===== src/rtl/snake_dir_input.sv =====
// Direction input front end for the snake core: synchronises and debounces the
// four buttons, filters illegal turns and queues legal ones until the next move.
module snake_dir_input #(
    parameter int unsigned DEBOUNCE_CYCLES = 1000000,
    parameter int unsigned QUEUE_DEPTH     = 4,
    parameter int unsigned CW              = 3
) (
    input  logic          CLK_100MHz,
    input  logic          reset,
    input  logic          restart,
    input  logic          btn_up,
    input  logic          btn_down,
    input  logic          btn_left,
    input  logic          btn_right,
    input  logic          step,
    output logic [1:0]    dir_out,
    output logic [CW-1:0] q_count,
    output logic          overflow
);

    localparam int unsigned DBW = (DEBOUNCE_CYCLES > 2) ? $clog2(DEBOUNCE_CYCLES) : 1;
    localparam int unsigned PW  = (QUEUE_DEPTH > 1) ? $clog2(QUEUE_DEPTH) : 1;

    localparam logic [1:0] DirR = 2'd0;
    localparam logic [1:0] DirU = 2'd1;
    localparam logic [1:0] DirD = 2'd2;
    localparam logic [1:0] DirL = 2'd3;

    // Buttons are indexed by their direction code so a pulse index is the command.
    logic [3:0] btn_raw;
    assign btn_raw = {btn_left, btn_down, btn_up, btn_right};

    logic [3:0]     sync1_q, sync1_d;
    logic [3:0]     sync2_q, sync2_d;
    logic [3:0]     db_q, db_d;
    logic [3:0]     press_q, press_d;
    logic [DBW-1:0] cnt_q [4];
    logic [DBW-1:0] cnt_d [4];

    logic [1:0]     fifo_q [QUEUE_DEPTH];
    logic [1:0]     fifo_d [QUEUE_DEPTH];
    logic [PW-1:0]  head_q, head_d;
    logic [PW-1:0]  tail_q, tail_d;
    logic [CW-1:0]  count_q, count_d;
    logic [1:0]     dir_q, dir_d;
    logic           overflow_q, overflow_d;

    // Synchroniser, debounce counters and press edge detection.
    always_comb begin
        sync1_d = btn_raw;
        sync2_d = sync1_q;
        db_d    = db_q;
        for (int i = 0; i < 4; i++) begin
            cnt_d[i] = '0;
            if (sync2_q[i] != db_q[i]) begin
                if (cnt_q[i] == DBW'(DEBOUNCE_CYCLES - 1)) begin
                    db_d[i] = sync2_q[i];
                end else begin
                    cnt_d[i] = cnt_q[i] + 1'b1;
                end
            end
        end
        press_d = db_d & ~db_q;
    end

    logic       cand_valid;
    logic [1:0] cand;
    logic [1:0] ref_dir;
    logic [PW-1:0] last_idx;
    logic       legal;
    logic       full;
    logic       pop;
    logic       push;

    // Arbitration, legality against the reference heading, and queue control.
    always_comb begin
        cand_valid = |press_q;
        cand       = DirL;
        if (press_q[DirU]) begin
            cand = DirU;
        end else if (press_q[DirD]) begin
            cand = DirD;
        end else if (press_q[DirR]) begin
            cand = DirR;
        end

        last_idx = tail_q - 1'b1;
        ref_dir  = (count_q != '0) ? fifo_q[last_idx] : dir_q;
        legal    = cand_valid && (cand != ref_dir) && (cand != (ref_dir ^ 2'b11));
        full     = (count_q == CW'(QUEUE_DEPTH));
        pop      = step && (count_q != '0);
        // A pop in the same cycle frees a slot, so a full queue still accepts.
        push     = legal && (!full || pop);

        fifo_d     = fifo_q;
        head_d     = head_q;
        tail_d     = tail_q;
        count_d    = count_q;
        dir_d      = dir_q;
        overflow_d = overflow_q | (legal && full && !pop);

        if (push) begin
            fifo_d[tail_q] = cand;
            tail_d         = tail_q + 1'b1;
        end
        if (pop) begin
            dir_d  = fifo_q[head_q];
            head_d = head_q + 1'b1;
        end
        if (push && !pop) begin
            count_d = count_q + 1'b1;
        end else if (pop && !push) begin
            count_d = count_q - 1'b1;
        end

        // Restart resets game-side state only; debouncers keep held buttons quiet.
        if (restart) begin
            head_d     = '0;
            tail_d     = '0;
            count_d    = '0;
            dir_d      = DirR;
            overflow_d = 1'b0;
        end
    end

    // State registers with synchronous active-high reset.
    always_ff @(posedge CLK_100MHz) begin
        if (reset) begin
            sync1_q    <= '0;
            sync2_q    <= '0;
            db_q       <= '0;
            press_q    <= '0;
            for (int i = 0; i < 4; i++) begin
                cnt_q[i] <= '0;
            end
            for (int j = 0; j < QUEUE_DEPTH; j++) begin
                fifo_q[j] <= DirR;
            end
            head_q     <= '0;
            tail_q     <= '0;
            count_q    <= '0;
            dir_q      <= DirR;
            overflow_q <= 1'b0;
        end else begin
            sync1_q    <= sync1_d;
            sync2_q    <= sync2_d;
            db_q       <= db_d;
            press_q    <= press_d;
            cnt_q      <= cnt_d;
            fifo_q     <= fifo_d;
            head_q     <= head_d;
            tail_q     <= tail_d;
            count_q    <= count_d;
            dir_q      <= dir_d;
            overflow_q <= overflow_d;
        end
    end

    // Registered outputs.
    always_comb begin
        dir_out  = dir_q;
        q_count  = count_q;
        overflow = overflow_q;
    end

endmodule


===== config.mk =====
export PLATFORM = sky130hd
export DESIGN_NAME = snake_dir_input
export DESIGN_NICKNAME = d
export VERILOG_FILES = /design/src/rtl/snake_dir_input.sv
export SDC_FILE = /design/constraint.sdc
export NUM_CORES = 1
export LEC_CHECK = 0
export ABC_AREA = 1
export CAP_MARGIN = 0
export CORE_ASPECT_RATIO = 1.2
export CORE_UTILIZATION = 50
export DETAILED_ROUTE_END_ITERATION = 16
export PLACE_DENSITY = 0.78
export RECOVER_POWER = 25
export SLEW_MARGIN = 20
export SYNTH_ARGS = -nofsm -noshare
export SYNTH_HDL_FRONTEND = slang
export SYNTH_SLANG_ARGS = --single-unit

===== constraint.sdc =====
create_clock -name CLK_100MHz -period 5.1 [get_ports CLK_100MHz]
set_input_delay 1.02 -clock CLK_100MHz [delete_from_list [all_inputs] [get_ports CLK_100MHz]]
set_output_delay 1.02 -clock CLK_100MHz [all_outputs]
set_load 0.01 [all_outputs]

==> flow_summary.toml, run 1 <==
[routing]
first_pass_iters = 5
detail_route.vias_per_cell = 5.235
drt-initial-drc-count = 232
detailroute.via_count = 4654
drc = 0
wl_per_cell_um = 12.12
ant_nets = 0
wl_um = 10780

[critical_path]
critPathCaptureType = "register"
startpoint = "tail_q[0]"
critPathKind = "reg2reg"
family_of_cells_with_the_greatest_summed_delay_on_the_critical_path = "adder cells"
startpoint_of_the_most_critical_register_to_register_path = "tail_q[0]"
path_cells = "inv_1 > ha_1 > inv_1 > nand3_1 > nand2_1 > nand2_1 > nand3_1 > nand2_1 > nand2_2 > nand2_1 > nand3_1 > inv_1 > ha_1 > inv_1 > fa_1 > a21oi_1 > o21ai_0 > o21ai_0 > a21oi_1"
crit_required_ns = 5.40
crit_buf_inv = 4
setup.worst_path.start_class = "register"
crit_path_top_delay_cell = "sky130_fd_sc_hd__dfxtp_1"
arrival_time_of_data_at_the_critical_path_endpoint_ns = 3.52
critical_path.max_fanout = 8
cp_slowest_stage_delay_ns = 0.48

[clocking]
cts-root-to-sink-buffers = 2
cts_hold_buffers = 0
clk_latency_ns = 0.41
ctsRootBufferMaster = "sky130_fd_sc_hd__clkbuf_16"
cts.repair.resized = 0
post_cts_repair_setup_buffers = 0
post_cts_clock_slew_at_the_launch_and_capture_registers_of_the_worst_setup_and_hold_paths_ns = 0.05
cts.htree.levels = 4
clock_sink_count = 114
clock_tree_from_tritoncts = "done"
cts_made_buffers = 17

[power_and_ir_drop]
combPwrFrac_pct = 1.0
powerDensity_nw_per_um2 = 347.7
power.share.clock_pct = 57.1
cellLeakagePower_nw = 2.262
power_frac_seq_pct = 41.8
vdd_ir_drop_max_mv = 0.2242
power_report.internal_total_mw = 1.736
p_switching_uw = 411.6
switching_share_pct = 19.17

[floorplan]
floorplan.io_pins = 14
die_width_um = 96.50
die_footprint_sq_um = 11140
placementRows = 41
coreArea_sq_um = 10470
die_outline_height_um = 115.4
initial_core_util_pct = 51.20

[timing]
timing.final.ws_setup_ns = 1.876
totalNegativeSetupSlack_ns = 0
fin_skew_ns = 0.008011
unrepaired_setup_endpoints_after_global_routing = "false"
max_freq_ghz = 0.3101
post-route-period-util_pct = 63.22
finalMaxSlewViolations = 0
final.hold.worst_slack_ns = 0.4009
max-slew-margin-rel_pct = 54.89
min_period_ns = 3.224
tightest_slew_ns = 0.6750
finalSetupViolCount = 0
hold_viol_final = 0

[global_route]
largest_net_degree_at_the_start_of_global_routing = 21
grt_pass1_wl_um = 18440
number_of_antenna_violations_at_the_first_check_in_global_routing = 0
global_route.usage.total_pct = 21.33
vias_in_the_first_global_route = 4450
globalRoute.totalOverflow = 0

[place]
place.detailed.instances = 858
final_gp_congestion = 0.8558
place_worst_setup_slack_ns = 1.791
dpl-instance-area_sq_um = 5610
hpwlAfterDp_um = 7722
io_buffer_count = 13

[final_layout]
post_layout_nonfiller_instances = 889
final_design_area_no_fill_sq_um = 6176
most_common_cell_after_layout_fill_and_taps_aside = "sky130_fd_sc_hd__nand2_1"
fill_cells = 908
layout-area-overhead-vs-synth_pct = 15.27
nNetsFinal = 766
antennaDiodeCount = 0
layout-drive-gt1-share_pct = 9.079
layout.cells.most_common_list = "sky130_fd_sc_hd__nand2_1, sky130_fd_sc_hd__dfxtp_1, sky130_fd_sc_hd__nor2_1, sky130_fd_sc_hd__inv_1, sky130_fd_sc_hd__a21oi_1"

[logic_synthesis]
synth_seq_area_share_pct = 42.60
synth.top_cell.area_share_pct = 42.60
yosysUniqueCellTypes = 40
synth_edf_count = 0
yosys_warnings = 0
syn-instance-count = 724
syn-cell-area_sq_um = 5358
ys_seq_elements = 114
syn_nets = 742
synth_area_leader_cell = "sky130_fd_sc_hd__dfxtp_1"
syn-mean-instance-area_sq_um = 7.400
ys_dominant_reg_cell = "sky130_fd_sc_hd__dfxtp_1"
netlist_top_cells_area = "sky130_fd_sc_hd__dfxtp_1, sky130_fd_sc_hd__nand2_1, sky130_fd_sc_hd__nor2_1"
async_reset_ff_share_pct = 0

[flow_run]
max-cap-violations = 0

[worst_hold_path]
min_from = "sync1_q[0]"
timing.hold.worst.class = "reg2reg"

[status]
outcome = "completed"
## registers in the layout, summed over array words and instances (netlist names)
name and flops:
db_q 4, head_q 2, fifo_q 8, sync2_q 4, sync1_q 4, q_count 3, tail_q 2, overflow 1
press_q 4, dir_out 2, cnt_q 80
## path summary, 6_finish.rpt
kind,cells past startpoint,slack [ns],end
worst max-delay path,19,1.88,q_count[2]
worst min-delay path,2,0.40,sync2_q[0]
worst max register to register,19,1.88,q_count[2]
worst min register to register,2,0.40,sync2_q[0]
## logic make-up (layout without fill, tap and decap cells)
logic type               Yosys count  in the layout  share of synthesized area (%)
AO/OA/AOI/OAI                     82             82                          8.337
buffers and inverters            116            152                          8.290
adder cells (fa/ha/maj)           10             10                          2.476
AND/OR/NAND/NOR                  380            380                          34.70
XOR/XNOR                          22             22                          3.597
flip-flops                       114            114                          42.60
## metrics by stage
step	utilization [%]	power, mW
2_1_floorplan	-	0.9292
3_3_place_gp	53.61	0.9373
3_5_place_dp	53.61	0.9386
4_1_cts	59.49	2.162
5_1_grt	59.01	2.211
6_report	59.01	2.147
## final cells by class
type | instances | area (sq um) | area share [%]
Tap cell | 129 | 161.4 | 2.613
Inverter | 108 | 405.4 | 6.564
Clock buffer | 19 | 452.9 | 7.334
Clock inverter | 12 | 162.7 | 2.634
Sequential cell | 114 | 2282 | 36.95
Multi-Input combinational cell | 494 | 2581 | 41.80
Timing Repair Buffer | 13 | 130.1 | 2.107
## Yosys cell counts, types with 8 or more instances
cell / instances
sky130_fd_sc_hd__nand2_1: 129
sky130_fd_sc_hd__dfxtp_1: 114
sky130_fd_sc_hd__nor2_1: 107
sky130_fd_sc_hd__inv_1: 102
sky130_fd_sc_hd__a21oi_1: 44
sky130_fd_sc_hd__nand3_1: 34
sky130_fd_sc_hd__nor3_1: 28
sky130_fd_sc_hd__o21ai_0: 22
sky130_fd_sc_hd__nand4_1: 19
sky130_fd_sc_hd__xor2_1: 13
sky130_fd_sc_hd__nor3b_1: 10
sky130_fd_sc_hd__ha_1: 9
sky130_fd_sc_hd__xnor2_1: 9
sky130_fd_sc_hd__nor3_2: 8
## per-layer routing
layer | up-vias | GRT usage, % | routed length (um)
li1 | 2398 | - | -
met1 | 2130 | 22.43 | 4539
met2 | 94 | 37.79 | 5524
met3 | 32 | 6.481 | 382
met4 | 0 | 10.88 | 331
met5 | - | 0 | 0
## tightest hold or removal path: cells and delay by family, from the launching register on
kind / cells / cell delay [ns]
buf+inv: 1 / 0.04
flops: 1 / 0.29
simple gates: 1 / 0.03
## power groups by stage
stage	Combinational, mW	Sequential (mW)	Clock (mW)
floorplan	0.0136	0.916	0
global placement	0.0215	0.916	0
detailed placement	0.0225	0.916	0
CTS	0.0226	0.898	1.24
global route	0.0252	0.897	1.29
finish	0.0223	0.898	1.23
Power figures use the tool's default switching activity.
==> run 2, diff against run 1 <==
clock period = 3.3 ns   (was 5.1 ns; I/O delays follow)
==> flow_summary.toml, run 2 (same netlist as run 1, synthesis figures left out) <==
[status]
outcome = "completed"

[place]
place_worst_setup_slack_ns = 0.3397
io_buffer_count = 13
final_gp_congestion = 0.8848
hpwlAfterDp_um = 7546
place.detailed.instances = 859
dpl-instance-area_sq_um = 5618

[global_route]
grt_pass1_wl_um = 18800
largest_net_degree_at_the_start_of_global_routing = 21
vias_in_the_first_global_route = 4573
number_of_antenna_violations_at_the_first_check_in_global_routing = 0
global_route.usage.total_pct = 21.43
globalRoute.totalOverflow = 0

[routing]
detail_route.vias_per_cell = 5.262
ant_nets = 0
drc = 0
drt-initial-drc-count = 194
first_pass_iters = 5
wl_per_cell_um = 12.11
wl_um = 10780
detailroute.via_count = 4683

[floorplan]
floorplan.io_pins = 14
initial_core_util_pct = 51.20
die_outline_height_um = 115.4
coreArea_sq_um = 10470
die_width_um = 96.50
die_footprint_sq_um = 11140
placementRows = 41

[clocking]
cts.repair.resized = 0
cts_made_buffers = 17
cts_hold_buffers = 0
cts-root-to-sink-buffers = 2
clk_latency_ns = 0.41
post_cts_clock_slew_at_the_launch_and_capture_registers_of_the_worst_setup_and_hold_paths_ns = 0.05
post_cts_repair_setup_buffers = 0
ctsRootBufferMaster = "sky130_fd_sc_hd__clkbuf_16"
clock_tree_from_tritoncts = "done"
clock_sink_count = 114
cts.htree.levels = 4

[final_layout]
nNetsFinal = 767
post_layout_nonfiller_instances = 890
layout-drive-gt1-share_pct = 8.804
multiInputGateArea_sq_um = 2609
layout.cells.most_common_list = "sky130_fd_sc_hd__nand2_1, sky130_fd_sc_hd__dfxtp_1, sky130_fd_sc_hd__nor2_1, sky130_fd_sc_hd__inv_1, sky130_fd_sc_hd__a21oi_1"
fill_cells = 948
reg.largest.list = "cnt_q: 80 flops, fifo_q: 8 flops"
final_design_area_no_fill_sq_um = 6132
largest_register_ffs = 80
antennaDiodeCount = 0
most_common_cell_after_layout_fill_and_taps_aside = "sky130_fd_sc_hd__nand2_1"
ff_latch_area_sq_um = 2282
top_register = "cnt_q"
layout-area-overhead-vs-synth_pct = 14.46

[timing]
max_freq_ghz = 0.3302
min_period_ns = 3.028
finalSetupViolCount = 0
fin_skew_ns = 0.008015
hold_viol_final = 0
timing.final.ws_setup_ns = 0.2715
finalMaxSlewViolations = 0
totalNegativeSetupSlack_ns = 0
max-slew-margin-rel_pct = 53.77
post-route-period-util_pct = 91.77
tightest_slew_ns = 0.6917
unrepaired_setup_endpoints_after_global_routing = "false"

[critical_path]
family_of_cells_with_the_greatest_summed_delay_on_the_critical_path = "adder cells"
crit_path_top_delay_cell = "sky130_fd_sc_hd__dfxtp_1"
timing.reg2reg.worst_path_depth = 19
critPathKind = "reg2reg"
crit_required_ns = 3.59
crit_buf_inv = 4
critical_path.max_fanout = 8
startpoint_of_the_most_critical_register_to_register_path = "tail_q[0]"
setup.worst_path.start_class = "register"
cp_slowest_stage_delay_ns = 0.49
endpoint_of_the_worst_register_to_register_path = "q_count[2]"
arrival_time_of_data_at_the_critical_path_endpoint_ns = 3.32
r2r_slack_ns = 0.27
path_cells = "inv_2 > ha_1 > inv_1 > nand3_1 > nand2_1 > nand2_1 > nand3_1 > nand2_1 > nand2_2 > nand2_4 > nand3_4 > inv_2 > ha_1 > inv_1 > fa_1 > a21oi_1 > o21ai_0 > o21ai_0 > a21oi_1"
critical_path.most_common_cell = "sky130_fd_sc_hd__nand2_1"
critPathCaptureType = "register"

[power_and_ir_drop]
cellLeakagePower_nw = 2.220
powerDensity_nw_per_um2 = 504.0
post-layout-total-power_mw = 3.090
vdd_ir_drop_max_mv = 0.2878

[worst_hold_path]
hold_end = "sync2_q[2]"
min_from = "sync1_q[2]"
min_path_cells = 2
timing.hold.worst.class = "reg2reg"

[flow_run]
max-cap-violations = 0
## run 2: cell count changes in the layout (fill, tap and decap cells not counted), moves of 3 or more
cell                        change
sky130_fd_sc_hd__nand4_2        +4
sky130_fd_sc_hd__bufinv_16      -3
sky130_fd_sc_hd__nand4_1        -4
sky130_fd_sc_hd__clkbuf_1       +6
## run 2: worst max path at each step
stage               startpoint         end  slack (ns)  depth (start not counted)
floorplan            tail_q[0]  q_count[2]        0.66                         18
global placement     tail_q[0]  q_count[2]        0.55                         18
detailed placement   tail_q[0]  q_count[2]        0.34                         19
CTS                  tail_q[0]  q_count[2]        0.31                         19
global route         tail_q[0]  q_count[2]        0.03                         19
finish               tail_q[0]  q_count[2]        0.27                         19
## run 2: final cells by class
type                    instances  area share [%]
multi-input cells             494           42.54
flip-flops and latches        114           37.22
clock buffers                  25           7.917
inverters                     108           6.611
well taps                     129           2.632
repair buffers                 14           2.183
clock inverters                 6          0.8978
## run 2: stage by stage
step,hold WS [ns],utilization (%)
global placement,0.3913,53.68
global route,0.4170,58.60
floorplan,0.3883,-
CTS,0.4020,58.85
detailed placement,0.3952,53.68
finish,0.3989,58.60
## run 2: worst reg2reg max path, stage by stage, from the launching register on
cell	delay, ns
sky130_fd_sc_hd__dfxtp_1	0.49
sky130_fd_sc_hd__inv_2	0.13
sky130_fd_sc_hd__ha_1	0.36
sky130_fd_sc_hd__inv_1	0.08
sky130_fd_sc_hd__nand3_1	0.11
sky130_fd_sc_hd__nand2_1	0.08
sky130_fd_sc_hd__nand2_1	0.08
sky130_fd_sc_hd__nand3_1	0.07
sky130_fd_sc_hd__nand2_1	0.08
sky130_fd_sc_hd__nand2_2	0.06
sky130_fd_sc_hd__nand2_4	0.12
sky130_fd_sc_hd__nand3_4	0.09
sky130_fd_sc_hd__inv_2	0.10
sky130_fd_sc_hd__ha_1	0.14
sky130_fd_sc_hd__inv_1	0.07
sky130_fd_sc_hd__fa_1	0.39
sky130_fd_sc_hd__a21oi_1	0.14
sky130_fd_sc_hd__o21ai_0	0.11
sky130_fd_sc_hd__o21ai_0	0.16
sky130_fd_sc_hd__a21oi_1	0.06
## run 2: routing by layer
layer	up-vias	wire length [um]	track usage (%)
li1	2387	-	-
met1	2136	4655	22.84
met2	126	5344	37.09
met3	34	456	7.143
met4	0	326	11.08
met5	-	0	0
## run 2: power by group
group | switching (mW) | internal (mW)
registers | 0.00297 | 1.39
logic | 0.0218 | 0.0128
clock network | 0.587 | 1.08
total | 0.612 | 2.48
==> run 3, diff against run 2 <==
HOLD_SLACK_MARGIN = 0.12   (was not set)
==> results of run 3 <==
Final layout, timing and power as in run 2 (identical DEF).
==> RTL change 1: new RTL, settings of run 2 <==
Set the parameter `DEBOUNCE_CYCLES` to 4000000 (it was 1000000).
--- a/src/rtl/snake_dir_input.sv
+++ b/src/rtl/snake_dir_input.sv
@@ -1,7 +1,7 @@
 // Direction input front end for the snake core: synchronises and debounces the
 // four buttons, filters illegal turns and queues legal ones until the next move.
 module snake_dir_input #(
-    parameter int unsigned DEBOUNCE_CYCLES = 1000000,
+    parameter int unsigned DEBOUNCE_CYCLES = 4000000,
     parameter int unsigned QUEUE_DEPTH     = 4,
     parameter int unsigned CW              = 3
 ) (
Behaviour: same outputs for any inputs over 10 cycles, from zero or initial values and one cycle with reset high; that may be too few to reach the edited logic, so the function may still have changed.
==> RTL change 1 against run 2 <==
  * Sequential cell count up 8
  * Final area up 7.8%
  * Clock power up 8%
  * Worst setup slack better by 51 ps
  * Wire length down 3.1%
  * Total power up 7.9%
  * Area after synthesis up 7.9%
  * Sequential share of layout area down 0.28 points
  * Clock skew down 1.8 ps
  * Fmax up 1.7%
  * Combinational power up 5%
  * Via count up 1.0%
  * Critical path type unchanged
  * Largest cell class unchanged
  * Largest power group unchanged
==> RTL change 1: results (changes against run 2) <==
| Metric | Value |
|---|---|
| Status | completed |
| Reg power frac | 0.445 (-0.004) |
| GRT Util Overall | 0.192 (-0.0224) |
| Initial DRC Count | 172 (-11%) |
| Final wirelength | 10400 µm (-3.1%) |
| Pre-CTS WS | 370 ps (+30.0 ps) |
| Regs by FF count | cnt_q x88, fifo_q x8 |
| Largest net degree at the start of global routing | 23 (+9.5%) |
| Top cells by area, synth | dfxtp_1 42%, nand2_1 8.4%, nor2_1 7.2% |
| Worst-Margin Slew | 1010 ps (+316 ps) |
| Compound-Gate Fraction of Synth Area | 0.0861 (+0.00276) |
| DR vias | 4730 (+1.0%) |
| # placed instances | 928 (+8.0%) |
| Post-Synth Adder-Cell Area | 0.0229 (-0.00182) |
| Net Count, Synth | 784 (+5.7%) |
| Setup Skew | 6.18 ps (-1.83 ps) |
| Cell leakage power | 2.38 nW (+7.3%) |
| Fill cells | 1029 (+8.5%) |
| Maximum vdd drop | 0.235 mV (-18%) |
| Detailed placement HPWL | 7550 µm (about the same) |
| Xor/xnor cell area share of the yosys netlist | 0.0409 (+0.00494) |
| Sw Ratio | 0.193 (-0.00496) |
| Gp weighted congestion | 0.895 (+1.2%) |
| Share of layout cells above drive strength 1 | 0.109 (+0.0213) |
| Mean post-synth cell area | 7.55 µm² (+2.0%) |
| Fin area | 6610 µm² (+7.8%) |
| Non-Filler Instances | 959 (+7.8%) |
| Fin nets | 811 (+5.7%) |
RTL change 1: cell count changes in the layout (fill, tap and decap cells not counted), sizes merged, moves of 7 or more:
cell,run 2,this run
nand2,136,143
nand3,38,46
dfxtp,114,122
nor3,37,30
nor2,115,128
o21ai,23,32
RTL change 1: logic make-up after synthesis:
kind of cell | count (synthesis)
flip-flops | 122
AO/OA/AOI/OAI | 91
AND/OR/NAND/NOR | 397
buffers and inverters | 119
adder cells (fa/ha/maj) | 10
XOR/XNOR | 27
RTL change 1: worst paths after layout:
path | from | to | slack, ps | cells past startpoint
hold reg to reg | sync1_q[0] | sync2_q[0] | 400 | 2
hold / removal | sync1_q[0] | sync2_q[0] | 400 | 2
setup / recovery | tail_q[0] | q_count[2] | 320 | 19
setup reg to reg | tail_q[0] | q_count[2] | 320 | 19
RTL change 1: layer usage:
layer  wire, µm  part of all wire  up-vias  track usage
li1           -                 -     2521            -
met1       4770              0.46     2108        0.215
met2       5060              0.48       75        0.324
met3        369             0.035       26       0.0635
met4        244             0.023        0       0.0933
met5          0                 0        -            0
RTL change 1: cell type report:
type / count / share of cell area
sequential: 122 / 0.369
tap: 154 / 0.0291
multi-input combinational: 525 / 0.430
inverter: 112 / 0.0636
timing repair buffer: 15 / 0.0208
clock inverter: 8 / 0.0182
clock buffer: 23 / 0.0693
RTL change 1: worst reg2reg max path, stage by stage, from the launching register on:
cell     delay (ps)
dfxtp_1         500
inv_2           130
ha_1            360
inv_1            70
nand3_1         110
nand2_1          70
nand2_1          70
nand3_1          80
nand2_2          70
nand2_2          60
nand2_4         120
nand3_4          90
inv_2           100
ha_1            140
inv_1            60
fa_1            380
a21oi_1         150
o21ai_0         110
o21ai_0         150
a21oi_1          60
==> RTL change 2: new RTL, flow settings as in run 2 <==
Without the edit above. Register the input `btn_down` before use, with the module's reset. The logic sees it one clock later. The other inputs are not delayed to match.
--- a/src/rtl/snake_dir_input.sv
+++ b/src/rtl/snake_dir_input.sv
@@ -26,9 +26,19 @@
     localparam logic [1:0] DirD = 2'd2;
     localparam logic [1:0] DirL = 2'd3;
 
+    logic btn_down_q;
+
+    always_ff @(posedge CLK_100MHz) begin
+        if (reset) begin
+            btn_down_q <= '0;
+        end else begin
+            btn_down_q <= btn_down;
+        end
+    end
+
     // Buttons are indexed by their direction code so a pulse index is the command.
     logic [3:0] btn_raw;
-    assign btn_raw = {btn_left, btn_down, btn_up, btn_right};
+    assign btn_raw = {btn_left, btn_down_q, btn_up, btn_right};
 
     logic [3:0]     sync1_q, sync1_d;
     logic [3:0]     sync2_q, sync2_d;
Behaviour: same outputs for any inputs over 10 cycles, from zero or initial values and one cycle with reset high; that may be too few to reach the edited logic, so the function may still have changed.
==> RTL change 2 against run 2 <==
  * First-iteration DRC count up 5.2%
  * Critical path depth down 1
  * Cell count down 0.11%
  * Sequential cell count up 1
  * Wire length down 2.9%
  * Area after synthesis up 1.1%
  * Count of clock-buffer cells in the layout down 1
  * Hold slack better by 2.5 ps
  * Final area up 2.2%
  * Worst setup slack better by 7.9 ps
  * Clock power up 13%
  * Die area up 1.0%
  * Total power up 7.5%
==> RTL change 2: results (changes against run 2) <==
| Metric | Value |
|---|---|
| Root Buffer | clkbuf_16 |
| Share of layout cells above drive strength 1 | 0.105 (+0.0172) |
| Multi-In Gates | 493 (-0.20%) |
| Slowest stage cell on the critical path | dfxtp_1 |
| Net Count, Synth | 741 (-0.13%) |
| Clk pin slew, worst setup/hold paths | 50 ps (about the same) |
| Cell leakage power | 2.27 nW (+2.5%) |
| ANT cells | 0 (unchanged) |
| Sw Ratio | 0.190 (-0.00829) |
| CTS sink cnt | 115 (+0.88%) |
| Clk buf depth | 2 (unchanged) |
| Seq area share | 0.367 (-0.00483) |
| Final-layout clock buffer total | 24 (-4.0%) |
| Multi-input combinational area share | 0.422 (-0.00298) |
| Regs by FF count | cnt_q x80, fifo_q x8 |
| Critical Path AT | 3320 ps (about the same) |
| Top cells by area, synth | dfxtp_1 43%, nand2_1 8.6%, nor2_1 7.6% |
| Area grow syn2layout | 15.8% |
| Commonest cells in the netlist | 124 x nand2_1, 115 x dfxtp_1, 110 x nor2_1 |
| H-tree Lvls | 4 (unchanged) |
| Hold/Removal Path Class | flop to flop |
| Worst Path Max Fanout | 8 (unchanged) |
| Number of vias per cell | 5.19 (-1.3%) |
| Status | completed |
| Clock Latency Late Sink | 410 ps (about the same) |
| Maximum vdd drop | 0.309 mV (+7.3%) |
| IO Port Bufs | 13 (unchanged) |
| Slew headroom | 0.515 (-0.0223) |
| First-pass GRT wire length | 18400 µm (-2.1%) |
| Vias in the first global route | 4517 (-1.2%) |
| Detailed placement HPWL | 7470 µm (-1.0%) |
| Fin nets | 765 (-0.26%) |
| Worst path max stage delay | 490 ps (about the same) |
| Fill cells | 858 (-9.5%) |
| Inverters | 106 (-1.9%) |
| Initial DRC Count | 204 (+5.2%) |
| Setup Skew | 6.31 ps (-1.70 ps) |
| Final wirelength | 10500 µm (-2.9%) |
| Main synth FF type | dfxtp_1 |
| Non-clock buffers, area share | 0.0214 (-0.000471) |
| GRT Util Overall | 0.201 (-0.0133) |
| Dpl cell area | 5670 µm² (+0.87%) |
| Non-clk bufs | 14 (unchanged) |
| Post-synth cell types | 40 (unchanged) |
| Register area share after synthesis | 0.425 (-0.000732) |
| Initial antenna violation count | 0 (unchanged) |
| Gp weighted congestion | 0.952 (+7.6%) |
| Cts repair resizes | 0 (unchanged) |
| Register area | 2300 µm² (+0.88%) |
| Total CTS buffers | 17 (unchanged) |
| Clk tree area frac | 0.0996 (+0.0115) |
| Yosys warning total | 0 (unchanged) |
| Setup bufs post-CTS | 0 (unchanged) |
==> RTL change 2: worst max-delay path: cells and delay by family (launching register included) <==
family                   cells  cell delay, ps
AO/OA/AOI/OAI                4             480
adder cells (fa/ha/maj)      3             880
buffers and inverters        4             370
flip-flops                   1             490
AND/OR/NAND/NOR              7             700
==> RTL change 2: metal layers <==
layer | GRT usage | routed length, µm | share of wire
met5 | 0 | 0 | 0
met4 | 0.118 | 272 | 0.026
met1 | 0.203 | 4370 | 0.42
met2 | 0.370 | 5450 | 0.52
met3 | 0.0597 | 385 | 0.037
==> RTL change 2: metrics by stage <==
stage	utilization	instances	setup WS [ps]	hold WS, ps
after floorplan	-	723	664	388
after global placement	0.539	857	539	400
after detailed placement	0.539	857	354	396
after CTS	0.598	889	331	403
after global routing	0.596	889	119	417
final	0.596	889	279	401
==> RTL change 2: path summary, 6_finish.rpt <==
check | startpoint | to | slack (ps) | depth (start not counted)
worst min register to register | btn_down_q | sync1_q[2] | 400 | 2
worst max register to register | tail_q[0] | q_count[2] | 280 | 18
worst min-delay path | btn_down_q | sync1_q[2] | 400 | 2
worst max-delay path | tail_q[0] | q_count[2] | 280 | 18
==> RTL change 2: kinds of logic (layout without fill, tap and decap cells) <==
family                     after synthesis  after routing  share of synthesized area
AOI/OAI and AO/OA                       82             82                     0.0848
xor gates and xnor gates                23             23                     0.0372
adders and majority gates               10             10                     0.0245
buffers and inverters                  115            152                     0.0820
DFF                                    115            115                      0.425
and+or+nand+nor                        378            378                      0.346
==> RTL change 2: power groups by stage <==
stage,registers [mW],clock network [mW],logic [mW]
4_1_cts,1.40,1.92,0.0340
3_3_place_gp,1.43,0,0.0331
5_1_grt,1.40,1.99,0.0376
2_1_floorplan,1.43,0,0.0199
3_5_place_dp,1.43,0,0.0339
6_report,1.40,1.89,0.0327
